==> src/rtl/uart_boot_loader.sv <==
// rtl/uart_boot_loader.sv - framed UART image loader that fills instruction memory and releases the core
module uart_boot_loader #(
    parameter logic [7:0] SYNC_BYTE      = 8'hA5,
    parameter int         ADDR_WIDTH     = 10,
    parameter int         TIMEOUT_CYCLES = 2_700_000
) (
    input  logic                  clk,
    input  logic                  rst_n,
    input  logic [7:0]            rx_data,
    input  logic                  rx_data_valid,
    output logic                  rx_data_ready,
    output logic                  mem_we,
    output logic [ADDR_WIDTH-1:0] mem_addr,
    output logic [31:0]           mem_wdata,
    output logic                  cpu_rst_n,
    output logic                  load_done,
    output logic                  load_error,
    output logic [1:0]            err_code
);

    localparam int              TW       = $clog2(TIMEOUT_CYCLES + 1);
    localparam logic [TW-1:0]   TMO_LAST = TW'(TIMEOUT_CYCLES - 1);
    localparam logic [16:0]     MAX_LEN  = 17'(1) << ADDR_WIDTH;

    typedef enum logic [2:0] {
        S_IDLE, S_LEN0, S_LEN1, S_DATA, S_WRITE, S_CSUM, S_DONE, S_ERROR
    } state_t;

    state_t        state, next_state;
    logic [1:0]    next_err;
    logic [15:0]   len;
    logic [15:0]   len_new;
    logic [15:0]   word_cnt;
    logic [15:0]   word_cnt_inc;
    logic [23:0]   word;
    logic [1:0]    idx;
    logic [7:0]    sum;
    logic [TW-1:0] tmo;
    logic          accept;
    logic          timed;
    logic          tmo_hit;
    logic          is_sync;

    assign accept       = rx_data_valid && rx_data_ready;
    assign is_sync      = (rx_data == SYNC_BYTE);
    assign len_new      = {rx_data, len[7:0]};
    assign word_cnt_inc = word_cnt + 16'd1;
    assign timed        = (state == S_LEN0) || (state == S_LEN1) ||
                          (state == S_DATA) || (state == S_CSUM);
    // A byte arriving on the expiry cycle keeps the frame alive.
    assign tmo_hit      = timed && !accept && (tmo == TMO_LAST);

    always_ff @(posedge clk or negedge rst_n) begin
        if (!rst_n) begin
            state <= S_IDLE;
        end else begin
            state <= next_state;
        end
    end

    always_comb begin
        next_state = state;
        next_err   = err_code;
        case (state)
            S_IDLE: begin
                if (accept && is_sync) next_state = S_LEN0;
            end
            S_LEN0: begin
                if (accept) next_state = S_LEN1;
            end
            S_LEN1: begin
                if (accept) begin
                    if ({1'b0, len_new} > MAX_LEN) begin
                        next_state = S_ERROR;
                        next_err   = 2'd2;
                    end else if (len_new == 16'd0) begin
                        next_state = S_CSUM;
                    end else begin
                        next_state = S_DATA;
                    end
                end
            end
            S_DATA: begin
                if (accept && idx == 2'd3) next_state = S_WRITE;
            end
            S_WRITE: begin
                next_state = (word_cnt_inc == len) ? S_CSUM : S_DATA;
            end
            S_CSUM: begin
                if (accept) begin
                    if (rx_data == sum) begin
                        next_state = S_DONE;
                    end else begin
                        next_state = S_ERROR;
                        next_err   = 2'd3;
                    end
                end
            end
            S_DONE, S_ERROR: begin
                if (accept && is_sync) begin
                    next_state = S_LEN0;
                    next_err   = 2'd0;
                end
            end
            default: next_state = S_IDLE;
        endcase
        if (tmo_hit) begin
            next_state = S_ERROR;
            next_err   = 2'd1;
        end
    end

    // Status outputs are registered from next_state so they change in the cycle the state does.
    always_ff @(posedge clk or negedge rst_n) begin
        if (!rst_n) begin
            rx_data_ready <= 1'b0;
            mem_we        <= 1'b0;
            cpu_rst_n     <= 1'b0;
            load_done     <= 1'b0;
            load_error    <= 1'b0;
            err_code      <= 2'd0;
        end else begin
            rx_data_ready <= (next_state != S_WRITE);
            mem_we        <= (next_state == S_WRITE);
            cpu_rst_n     <= (next_state == S_DONE);
            load_done     <= (next_state == S_DONE);
            load_error    <= (next_state == S_ERROR);
            err_code      <= next_err;
        end
    end

    always_ff @(posedge clk or negedge rst_n) begin
        if (!rst_n) begin
            len       <= 16'd0;
            word_cnt  <= 16'd0;
            word      <= 24'd0;
            idx       <= 2'd0;
            sum       <= 8'd0;
            tmo       <= '0;
            mem_addr  <= '0;
            mem_wdata <= 32'd0;
        end else begin
            if (!timed || accept) begin
                tmo <= '0;
            end else begin
                tmo <= tmo + TW'(1);
            end

            if (next_state == S_LEN0 && state != S_LEN0) begin
                sum      <= 8'd0;
                word_cnt <= 16'd0;
                idx      <= 2'd0;
            end

            case (state)
                S_LEN0: if (accept) len[7:0]  <= rx_data;
                S_LEN1: if (accept) len[15:8] <= rx_data;
                S_DATA: begin
                    if (accept) begin
                        sum <= sum + rx_data;
                        idx <= idx + 2'd1;
                        case (idx)
                            2'd0: word[7:0]   <= rx_data;
                            2'd1: word[15:8]  <= rx_data;
                            2'd2: word[23:16] <= rx_data;
                            default: begin
                                mem_wdata <= {rx_data, word};
                                mem_addr  <= word_cnt[ADDR_WIDTH-1:0];
                            end
                        endcase
                    end
                end
                S_WRITE: word_cnt <= word_cnt_inc;
                default: ;
            endcase
        end
    end

endmodule
==> config.mk <==
export PLATFORM = sky130hd
export DESIGN_NAME = uart_boot_loader
export DESIGN_NICKNAME = d
export VERILOG_FILES = /design/src/rtl/uart_boot_loader.sv
export SDC_FILE = /design/constraint.sdc
export NUM_CORES = 1
export LEC_CHECK = 0
export BUFFER_PORTS_ARGS = -buffer_cell sky130_fd_sc_hd__buf_2
export CAP_MARGIN = 20
export CORE_MARGIN = 4
export CORE_UTILIZATION = 40
export CTS_CLUSTER_SIZE = 14
export DETAILED_ROUTE_END_ITERATION = 8
export PLACE_DENSITY_LB_ADDON = 0.1
export SYNTH_ARGS = -nofsm -noshare
export SYNTH_HDL_FRONTEND = slang
export SYNTH_SLANG_ARGS = --single-unit
==> constraint.sdc <==
create_clock -name clk -period 2.6 [get_ports clk]
set_input_delay 0.13 -clock clk [delete_from_list [all_inputs] [get_ports clk]]
set_output_delay 0.13 -clock clk [all_outputs]
set_load 0.05 [all_outputs]
==> reports/results.txt <==
The initial utilization of the core area, before any placement, comes to 40.85%. The tightest min-delay check is of the input port to flop type. The horizontal extent of the die came out at 138.4 um. TritonCTS built the clock tree. The tools report the final net count as 737.

The H-tree generated during clock tree synthesis spans 4 levels. The worst path uses 93.03% of the clock period. The count of yosys warnings during synthesis came out at 0.

In the global route stage, overall resource usage came out at 17.46%. The final max-slew violation count was 0; the CTS buffer count was 17. CTS saw 139 sinks. The cell depth of the worst min-delay path was 3; the boundary pin count was 60. The placed instances occupy a cell area of 0.007574 mm2. Leaving out fill and tap cells, the most frequent cells in the layout are sky130_fd_sc_hd__dfrtp_1, sky130_fd_sc_hd__mux2_2, sky130_fd_sc_hd__buf_2. The finished cells cover 0.008212 mm2. For the worst setup path, the data arrival time is 2.70 ns. Between clock sinks in the finished design, the worst skew comes to 0.009598 ns.

Setup violations remaining at the end of the flow were counted as 0. The total area inside the core boundary comes to 0.01664 mm2. The HPWL after detailed placement is 11.19 mm.

In this run the worst path has a maximum fanout of 6. The clock tree root buffer cell is sky130_fd_sc_hd__clkbuf_16. After synthesis the cells add up to 0.006799 mm2. The synthesized design contains 139 register bits. Counting flops with a built-in enable in the synthesized netlist gives 0. The remaining antenna violation count after routing is 0. During placement, the flow inserted port buffers numbering 59. Via count of the first global-routing pass: 5,213.

The total die area is 0.01915 mm2, and the async set or reset register ratio after synthesis is 100.0%. Of the cells placed in the final design, the portion with a size suffix greater than 1 is 30.52%. Measured against its own limit, the worst slew margin works out to 53.25%.

The congestion estimate from routability-driven global placement came to 0.8739. The final layout contains routed wiring with a total length of 16.03 mm. The area growth from synthesis to layout is 20.78%. The peak supply drop was 750.0 uV.

The post-synthesis cell type count was 62; the transition at the pin with the smallest max-transition slack was 0.7012 ns. Average cell area after synthesis: 10.97 um2. STA classifies the critical path startpoint as a flop. For the violation count after the first detailed-routing iteration, the log shows 317. The post-CTS clock slew at the launch and capture registers of the worst setup and hold paths was 0.06 ns; the residual DRC count was 0. Cell count after synthesis: 620. The total negative slack was 0 ns; the row count was 47.

From bottom edge to top edge, the die measures 138.4 um. The initial antenna violation count is 0, and the data required time of the worst path is 2.89 ns. The via count normalized by instance count came out at 5.286. Setup repair after global routing left no endpoint under its margin. The category of the worst setup path capture point was a flop. At the later pin of the worst-skew pair, clock insertion delay measures 0.42 ns.

The flow ran to the end, and the final reports show no timing, DRC or antenna violations. The clock passes through at most 2 buffers. The most used flip-flop cell after synthesis is sky130_fd_sc_hd__dfrtp_1. The first detailed-routing pass took 6 iterations. The first global-routing pass estimated 27.23 mm of wire.

The worst register-to-register path has a depth of 8. The number of maximum-capacitance violations was 0. The tools report the total grt overflow as 0.

The top achievable clock speed was 413.4 MHz; the post-detailed-route wirelength per cell was 16.98 um. The clock period minus worst slack is 2.419 ns, and the final hold violation count is 0. The setup path with the least slack is of type flop to flop. The number of antenna diodes in the final layout is 0. For this design the ratio of total power to cell area is 1280 mW/mm2. The leading cell type in the layout, fill and taps excluded is sky130_fd_sc_hd__dfrtp_1. The logs give 51.16% for the sequential cell area fraction in the yosys report and 4,990 for the number of vias in the routed layout. The number of nets in the synthesized netlist is 646. In this run the static leakage power is 3.755 nW. The pin count of the biggest net entering global routing is 69, and the number of post-CTS setup repair buffers is 0.
[cell usage after synthesis (6+ instances only)]
master	count	share of area (%)
sky130_fd_sc_hd__mux2_2	69	11
sky130_fd_sc_hd__xor2_1	25	3.2
sky130_fd_sc_hd__and3_1	7	0.64
sky130_fd_sc_hd__nor4_1	7	0.64
sky130_fd_sc_hd__a31oi_1	19	1.7
sky130_fd_sc_hd__nor3_1	13	0.96
sky130_fd_sc_hd__dfrtp_1	139	51
sky130_fd_sc_hd__nand3_1	19	1.4
sky130_fd_sc_hd__nor2_1	56	3.1
sky130_fd_sc_hd__nand2_1	44	2.4
sky130_fd_sc_hd__or3_1	6	0.55
sky130_fd_sc_hd__nand4_1	11	1.0
sky130_fd_sc_hd__o21ai_0	30	2.2
sky130_fd_sc_hd__and4_1	6	0.77
sky130_fd_sc_hd__ha_1	14	2.6
sky130_fd_sc_hd__inv_1	19	1.0
sky130_fd_sc_hd__clkbuf_1	15	0.83
sky130_fd_sc_hd__a211oi_1	9	0.99
sky130_fd_sc_hd__o211ai_1	6	0.66
sky130_fd_sc_hd__xnor2_1	21	2.7
sky130_fd_sc_hd__a21oi_1	16	1.2
[worst max-delay path: stages (launching register included)]
cell and delay (ns):
sky130_fd_sc_hd__dfrtp_1 0.35, sky130_fd_sc_hd__ha_1 0.18, sky130_fd_sc_hd__and4_1 0.24, sky130_fd_sc_hd__nand2_2 0.11, sky130_fd_sc_hd__or4_1 0.53, sky130_fd_sc_hd__a221o_1 0.34, sky130_fd_sc_hd__nor4_1 0.31, sky130_fd_sc_hd__buf_4 0.18
sky130_fd_sc_hd__o21ai_0 0.06
[where the power goes]
group	switching, mW	leakage [nW]	internal, mW
logic	2.74	1.67	1.73
registers	0.539	1.79	2.97
clock network	0.990	0.298	1.54
[logic make-up (layout without fill, tap and decap cells)]
logic type                 count (synthesis)  in the layout  share of synthesized area (%)
AOI/OAI and AO/OA                        100            100                          9.735
buffers and inverters                     49            153                          3.368
and+or+nand+nor                          201            201                          15.37
xor gates and xnor gates                  46             46                          5.926
DFF                                      139            139                          51.16
muxes                                     70             70                          11.58
adders and majority gates                 15             15                          2.871
[what timing repair did]
action / CTS / global route
hold buffers: 1 / 0
endpoints found under the hold margin: 66 / 0
gates resized for setup: 1 / 4
setup endpoints to repair: 16 / 25
pin swaps: 0 / 1
gates cloned: 0 / 0
[final timing paths]
kind	to	from	slack, ns
max	state[1]	word_cnt[1]	0.18
min	mem_we	rx_data_valid	0.03
max reg2reg	state[1]	word_cnt[1]	0.18
min reg2reg	word[10]	word[10]	0.48
max in group asynchronous	mem_wdata[26]	rst_n	1.60
min in group asynchronous	mem_addr[9]	rst_n	0.28
[state kept, by name, indices dropped and copies added, names as in the netlist, 3 cells and up]
register / flops
state: 3
mem_wdata: 32
word: 24
tmo: 22
len: 16
mem_addr: 10
sum: 8
word_cnt: 16
[through the flow]
| step | total power, mW | setup slack (ns) | util, % | cells | hold WS (ns) |
|---|---|---|---|---|---|
| finish | 10.51 | 0.1813 | 49.34 | 944 | 0.03149 |
| detailed placement | 8.001 | -0.07731 | 45.51 | 911 | 0.2031 |
| global route | 11.18 | 0.02383 | 49.34 | 944 | 0.02905 |
| CTS | 10.58 | 0.01538 | 49.24 | 944 | 0.01311 |
| global placement | 7.906 | 0.03325 | 45.51 | 911 | 0.2052 |
| floorplan | 6.789 | 0.2278 | - | 620 | -0.1656 |
[metal layers]
| metal | part of all wire, % | vias up | global-route usage, % | wire [um] |
|---|---|---|---|---|
| li1 | - | 2386 | - | - |
| met1 | 47 | 2479 | 23.59 | 7456 |
| met2 | 47 | 100 | 27.72 | 7611 |
| met3 | 4.3 | 25 | 4.316 | 695 |
| met4 | 1.7 | 0 | 5.772 | 267 |
| met5 | 0 | - | 0 | 0 |
[area by class of cell]
class	instances	area, um2
sequential	139	3478
clock inverter	13	177.7
timing repair buffer	102	664.4
multi-input combinational	432	3112
clock buffer	19	432.9
inverter	19	71.32
tap	220	275.3
fill	1506	8431
No activity file was read; power rests on OpenSTA's default activity.
